$ cat src/rtl/ctrl_pkg.sv
// Shared opcode, ALU-code and FSM-state definitions for the execute-stage control.
package ctrl_pkg;

  localparam logic [4:0] OP_ALU  = 5'b00000;
  localparam logic [4:0] OP_J    = 5'b00001;
  localparam logic [4:0] OP_BNE  = 5'b00010;
  localparam logic [4:0] OP_JAL  = 5'b00011;
  localparam logic [4:0] OP_JR   = 5'b00100;
  localparam logic [4:0] OP_ADDI = 5'b00101;
  localparam logic [4:0] OP_BLT  = 5'b00110;
  localparam logic [4:0] OP_SW   = 5'b00111;
  localparam logic [4:0] OP_LW   = 5'b01000;
  localparam logic [4:0] OP_ADDX = 5'b10001;
  localparam logic [4:0] OP_SETX = 5'b10101;
  localparam logic [4:0] OP_BEX  = 5'b10110;
  localparam logic [4:0] OP_TTY  = 5'b11110;

  localparam logic [4:0] ALU_ADD  = 5'b00000;
  localparam logic [4:0] ALU_SUB  = 5'b00001;
  localparam logic [4:0] ALU_MULT = 5'b00110;
  localparam logic [4:0] ALU_DIV  = 5'b00111;

  typedef enum logic {
    IDLE = 1'b0,
    BUSY = 1'b1
  } state_t;

endpackage

$ cat src/rtl/ctrl_decode.sv
// Purely combinational primary-opcode decoder; reusable by any pipeline stage.
module ctrl_decode
  import ctrl_pkg::*;
#(
  parameter int unsigned DATA_W = 32
) (
  input  logic [31:0]       instruction,
  input  logic [DATA_W-1:0] pc,
  input  logic [DATA_W-1:0] status,
  output logic [4:0]        alu_opcode_c,
  output logic [4:0]        shamt_c,
  output logic [DATA_W-1:0] imm_c,
  output logic [DATA_W-1:0] jimm_c,
  output logic              i_c,
  output logic              j_c,
  output logic              jr_c,
  output logic              tty_c,
  output logic              setx_c,
  output logic              md_op_c,
  output logic              md_is_div_c
);

  logic [4:0] op;
  logic       bex_c;
  logic       unused_pc_c;

  assign op          = instruction[31:27];
  assign unused_pc_c = ^pc[26:0];

  always_comb begin
    alu_opcode_c = instruction[6:2];
    i_c          = 1'b0;
    case (op)
      OP_ADDI, OP_SW, OP_LW, OP_ADDX, OP_TTY: begin
        alu_opcode_c = ALU_ADD;
        i_c          = 1'b1;
      end
      OP_BNE, OP_BLT: alu_opcode_c = ALU_SUB;
      default: ;
    endcase
  end

  // bex is taken only for a non-zero, non-negative status word
  assign bex_c       = (op == OP_BEX) & (|status) & ~status[DATA_W-1];
  assign j_c         = (op == OP_J) | (op == OP_JAL) | (op == OP_JR) | bex_c;
  assign jr_c        = (op == OP_JR);
  assign tty_c       = (op == OP_TTY);
  assign setx_c      = (op == OP_SETX);
  assign shamt_c     = instruction[11:7];
  assign imm_c       = {{(DATA_W-17){instruction[16]}}, instruction[16:0]};
  assign jimm_c      = {pc[DATA_W-1:27], instruction[26:0]};
  assign md_op_c     = (op == OP_ALU) & (instruction[6:3] == ALU_MULT[4:1]);
  assign md_is_div_c = (instruction[6:2] == ALU_DIV);

endmodule

$ cat src/rtl/control_execute_seq.sv
// Execute-stage control: registered decode plus multdiv start/ready sequencing
// with pipeline stall and a BUSY-cycle timeout watchdog.
module control_execute_seq
  import ctrl_pkg::*;
#(
  parameter int unsigned DATA_W     = 32,
  parameter int unsigned MD_TIMEOUT = 64,
  parameter int unsigned CNT_W      = $clog2(MD_TIMEOUT + 1)
) (
  input  logic              clock,
  input  logic              reset_n,
  input  logic              in_valid,
  input  logic [31:0]       instruction,
  input  logic [DATA_W-1:0] pc,
  input  logic [DATA_W-1:0] status,
  input  logic              md_ready,
  input  logic              md_exception,
  output logic              stall_out,
  output logic              md_start,
  output logic              md_is_div,
  output logic              out_valid,
  output logic [4:0]        ALU_opcode,
  output logic [4:0]        ctrl_shamt,
  output logic [DATA_W-1:0] immediate_value,
  output logic [DATA_W-1:0] jump_immediate_value,
  output logic              i_signal,
  output logic              j_signal,
  output logic              jr_signal,
  output logic              tty_signal,
  output logic              setx_signal,
  output logic              md_done,
  output logic              md_err
);

  logic [4:0]        dec_alu_c, dec_shamt_c;
  logic [DATA_W-1:0] dec_imm_c, dec_jimm_c;
  logic              dec_i_c, dec_j_c, dec_jr_c, dec_tty_c, dec_setx_c;
  logic              dec_md_op_c, dec_is_div_c;
  logic              accept_c;

  state_t            state_q, state_d;
  logic [CNT_W-1:0]  cnt_q, cnt_d;
  logic              md_start_q, md_start_d, md_is_div_q, md_is_div_d;
  logic              out_valid_q, out_valid_d, md_done_q, md_done_d, md_err_q, md_err_d;
  logic [4:0]        alu_q, alu_d, shamt_q, shamt_d;
  logic [DATA_W-1:0] imm_q, imm_d, jimm_q, jimm_d;
  logic              i_q, i_d, j_q, j_d, jr_q, jr_d, tty_q, tty_d, setx_q, setx_d;

  ctrl_decode #(.DATA_W(DATA_W)) u_decode (
    .instruction  (instruction),
    .pc           (pc),
    .status       (status),
    .alu_opcode_c (dec_alu_c),
    .shamt_c      (dec_shamt_c),
    .imm_c        (dec_imm_c),
    .jimm_c       (dec_jimm_c),
    .i_c          (dec_i_c),
    .j_c          (dec_j_c),
    .jr_c         (dec_jr_c),
    .tty_c        (dec_tty_c),
    .setx_c       (dec_setx_c),
    .md_op_c      (dec_md_op_c),
    .md_is_div_c  (dec_is_div_c)
  );

  assign accept_c  = in_valid & (state_q == IDLE);
  // Stall is forced low while reset is held so every output reads zero
  assign stall_out = reset_n & ((state_q == BUSY) | (accept_c & dec_md_op_c));

  always_comb begin
    state_d     = state_q;
    cnt_d       = cnt_q;
    md_start_d  = 1'b0;
    md_is_div_d = md_is_div_q;
    out_valid_d = 1'b0;
    md_done_d   = 1'b0;
    md_err_d    = 1'b0;
    alu_d       = alu_q;
    shamt_d     = shamt_q;
    imm_d       = imm_q;
    jimm_d      = jimm_q;
    i_d         = i_q;
    j_d         = j_q;
    jr_d        = jr_q;
    tty_d       = tty_q;
    setx_d      = setx_q;
    case (state_q)
      IDLE: begin
        if (accept_c) begin
          alu_d   = dec_alu_c;
          shamt_d = dec_shamt_c;
          imm_d   = dec_imm_c;
          jimm_d  = dec_jimm_c;
          i_d     = dec_i_c;
          j_d     = dec_j_c;
          jr_d    = dec_jr_c;
          tty_d   = dec_tty_c;
          setx_d  = dec_setx_c;
          if (dec_md_op_c) begin
            md_start_d  = 1'b1;
            md_is_div_d = dec_is_div_c;
            cnt_d       = '0;
            state_d     = BUSY;
          end else begin
            out_valid_d = 1'b1;
          end
        end
      end
      BUSY: begin
        cnt_d = cnt_q + CNT_W'(1);
        // Completion priority: ready, then exception, then watchdog expiry
        if (md_ready) begin
          md_done_d   = 1'b1;
          out_valid_d = 1'b1;
          state_d     = IDLE;
        end else if (md_exception || (cnt_q == CNT_W'(MD_TIMEOUT - 1))) begin
          md_err_d    = 1'b1;
          out_valid_d = 1'b1;
          state_d     = IDLE;
        end
      end
      default: state_d = IDLE;
    endcase
  end

  always_ff @(posedge clock or negedge reset_n) begin
    if (!reset_n) begin
      state_q     <= IDLE;
      cnt_q       <= '0;
      md_start_q  <= 1'b0;
      md_is_div_q <= 1'b0;
      out_valid_q <= 1'b0;
      md_done_q   <= 1'b0;
      md_err_q    <= 1'b0;
      alu_q       <= '0;
      shamt_q     <= '0;
      imm_q       <= '0;
      jimm_q      <= '0;
      i_q         <= 1'b0;
      j_q         <= 1'b0;
      jr_q        <= 1'b0;
      tty_q       <= 1'b0;
      setx_q      <= 1'b0;
    end else begin
      state_q     <= state_d;
      cnt_q       <= cnt_d;
      md_start_q  <= md_start_d;
      md_is_div_q <= md_is_div_d;
      out_valid_q <= out_valid_d;
      md_done_q   <= md_done_d;
      md_err_q    <= md_err_d;
      alu_q       <= alu_d;
      shamt_q     <= shamt_d;
      imm_q       <= imm_d;
      jimm_q      <= jimm_d;
      i_q         <= i_d;
      j_q         <= j_d;
      jr_q        <= jr_d;
      tty_q       <= tty_d;
      setx_q      <= setx_d;
    end
  end

  assign md_start             = md_start_q;
  assign md_is_div            = md_is_div_q;
  assign out_valid            = out_valid_q;
  assign md_done              = md_done_q;
  assign md_err               = md_err_q;
  assign ALU_opcode           = alu_q;
  assign ctrl_shamt           = shamt_q;
  assign immediate_value      = imm_q;
  assign jump_immediate_value = jimm_q;
  assign i_signal             = i_q;
  assign j_signal             = j_q;
  assign jr_signal            = jr_q;
  assign tty_signal           = tty_q;
  assign setx_signal          = setx_q;

endmodule

$ cat config.mk
export PLATFORM = sky130hd
export DESIGN_NAME = control_execute_seq
export DESIGN_NICKNAME = d
export VERILOG_FILES = /design/src/rtl/ctrl_pkg.sv /design/src/rtl/ctrl_decode.sv /design/src/rtl/control_execute_seq.sv
export SDC_FILE = /design/constraint.sdc
export NUM_CORES = 1
export LEC_CHECK = 0
export CAP_MARGIN = 20
export CORE_MARGIN = 8
export CORE_UTILIZATION = 38
export DETAILED_ROUTE_END_ITERATION = 10
export HOLD_SLACK_MARGIN = 0.06
export PLACE_DENSITY = 0.9
export RECOVER_POWER = 25
export SYNTH_ARGS = -nofsm -noshare
export SYNTH_HDL_FRONTEND = slang
export SYNTH_SLANG_ARGS = --single-unit
$ cat constraint.sdc
create_clock -name clock -period 2.1 [get_ports clock]
set_input_delay 0.315 -clock clock [delete_from_list [all_inputs] [get_ports clock]]
set_output_delay 0.315 -clock clock [all_outputs]
set_load 0.01 [all_outputs]
==> impl_results.md <==
- Max Cap Viol: 0
- Number of global-route vias before repair: 2671
- Die Ht: 99.7 um
- Fmax: 494 MHz
- Area delta synth->final: 60.2%
- Dpl hpwl: 6.48 mm
- Fin crit share: slightly below 100%
- Core area: 6790 um2
- EDFF count, synth: 0
- Worst EP required: 1780 ps
- Site Rows: 30
- Clock sinks: 55
- Clock-pin transition on the worst setup and hold timing paths: 100 ps
- Worst-path fanout max: 3
- CTS tree: built
- CTS Hold Bufs: 0
- Clock latency on the worst-skew pair: 310 ps
- Finish-stage setup viols: 0
- Starting DRC count in detailed routing: around 60
- Commonest non-fill, non-tap cell in the layout: clkdlybuf4s50_1
- Drt via density: 4.78
- Ports: 186
- Pwr per Cell Area: 606 nW/um2
- Max-slew violation count: 0
- Clock skew: roughly 8 ps
- Avg Cell Area, Syn: between 9 and 10 um2
- Clock buffer depth: 2
- Least-Margin Pin Slew: ~1400 ps
- Crit. End Element: output port
- Port-buffer cells: 158
- ANT nets after route: 0
- Setup TNS: 0 ps
- Post-synthesis cell type count: 43
- Worst Path Arrival: around 1700 ps
- Ys Warns: 0
- RSZ-0062 raised after global routing: false
- Status: complete, no violations
- Yosys reg bits: 55
- FFs w/ async S/R, synth: 100%
- First-pass detailed-route iteration total: 4
- Mapped Cells: 286
- CTS Root Cell: clkbuf_8
- Sequential share of the synthesized area: 51.6%
- Die area: 9950 um2
- Total Nets Final: roughly 520
- Inserted Diodes: 0
- WL/cell: 15.2 um
- Syn_nets: 388
- Final hold violation count: 0
- Die X-Extent: 99.7 um
- GRT Overall Usage: 15.8%
- Hold/Removal Path Class: in -> async
- P_leak: 1.93 nW
- CTS Buf Count: 5
- Critical Path Start Type: input port
- Max_slew headroom: under 10%
- First-pass GRT wire length: 12.7 mm
- # DRC: 0
- Routability congestion estimate: between 0.8 and 0.9
- Dpl cells: 508
- Non-filler cells in the finished layout: between 500 and 600
- Largest net degree at the start of global routing: 56
- GRT overflow: 0
- Via Count: 2473
- VDD IR max: roughly 240 uV
- Filler Cell Count: 570
- Most frequent cells in the layout: clkdlybuf4s50_1, nand2_1, dfrtp_1
- Final min period: around 2000 ps
- Initial core utilization: 39.2%
- Share of post-route cells with drive strength above 1: approximately 9%
- Number of H-tree levels: 2
- Initial antenna violation count: 0
- Primary FF master, synth: dfrtp_1
- Mapped Area: 2670 um2
- DRT Wirelength: 7.84 mm
- Critical path class: in -> out
## power by group
group / leakage (nW) / switching [mW] / internal [mW]
combinational: 1.19 / 0.265 / 0.411
clock: 0.0587 / 0.349 / 0.362
sequential: 0.674 / 0.0627 / 1.14
total: 1.93 / 0.677 / 1.91
## sequential cells by signal, indices dropped and copies added, names as in the netlist
name and count:
state_q 1, out_valid 1, ctrl_shamt 4, cnt_q 7
setx_signal 1, jr_signal 1, md_is_div 1, i_signal 1
md_done 1, md_start 1, tty_signal 1, md_err 1
jump_immediate_value 16, ALU_opcode 5, immediate_value 12, j_signal 1
## cells in the mapped netlist, types with 2 or more instances
cell / n / area share [%]
o211ai_1: 2 / 0.56
and3_1: 2 / 0.47
nor4_1: 8 / 1.9
buf_4: 37 / 10
buf_6: 2 / 0.85
mux2_2: 3 / 1.3
a22o_1: 7 / 2.3
o21ai_0: 3 / 0.56
inv_1: 3 / 0.42
dfrtp_1: 55 / 52
buf_2: 3 / 0.56
or3_1: 2 / 0.47
nor2b_1: 4 / 0.94
a21oi_1: 2 / 0.38
clkbuf_1: 7 / 0.99
a41oi_1: 2 / 0.66
nand2_1: 102 / 14
nand3_1: 7 / 1.3
nor2_1: 6 / 0.85
nand4_1: 6 / 1.4
## cell type report
type	instances	area (um2)	share of cell area (%)
inverter	4	15.0	0.352
tap	96	120	2.81
clock buffer	5	68.8	1.61
sequential	55	1380	32.2
clock inverter	3	47.5	1.11
multi-input combinational	178	935	21.9
timing repair buffer	176	1710	40.0
## timing repair
item                                    CTS  global route
buffers inserted                          1             0
endpoints found under the setup margin    1             0
resized for setup                         1             0
## stage by stage
| step | total power [mW] | hold slack [ps] | instance area [um2] | setup slack, ps | utilization (%) |
|---|---|---|---|---|---|
| finish | 2.59 | 464 | 4270 | 77.2 | 62.8 |
| global placement | 1.88 | 458 | 4150 | -185 | 61.1 |
| CTS | 2.62 | 189 | 4270 | 82.1 | 62.9 |
| floorplan | 1.49 | 19.4 | 2670 | 646 | - |
| detailed placement | 1.91 | 466 | 4150 | -205 | 61.1 |
| global route | 2.73 | 509 | 4270 | 23.2 | 62.8 |
## layer usage
layer	vias to the layer above	GRT usage (%)	share of wire [%]
met4	0	4.42	1.7
li1	1185	-	-
met5	-	0	0
met2	127	28.9	49
met3	12	6.42	11
met1	1149	16.0	38
## logic make-up after synthesis
group,count (synthesis),synth area share (%)
simple gates,149,25.7
flops,55,51.6
buf+inv,53,13.4
compound gates,23,6.85
mux,4,1.64
xor+xnor,1,0.329
fa+ha+maj,1,0.469
## critical path, stage by stage
cell,delay [ps]
clkdlybuf4s50_1,510
and4bb_2,270
a41oi_1,250
nor2b_1,70
dlygate4sd2_1,290
## worst paths after layout
check / startpoint / endpoint / slack [ps] / cells past startpoint
min in group clock: jump_immediate_value[21] / jump_immediate_value[21] / 490 / 2
setup / recovery: instruction[5] / stall_out / 80 / 5
hold / removal: reset_n / ALU_opcode[1] / 460 / 2
max in group asynchronous: reset_n / jump_immediate_value[27] / 820 / 2
setup reg to reg: state_q / md_is_div / 600 / 4
hold reg to reg: jump_immediate_value[21] / jump_immediate_value[21] / 490 / 2
Power figures use the tool's default switching activity.
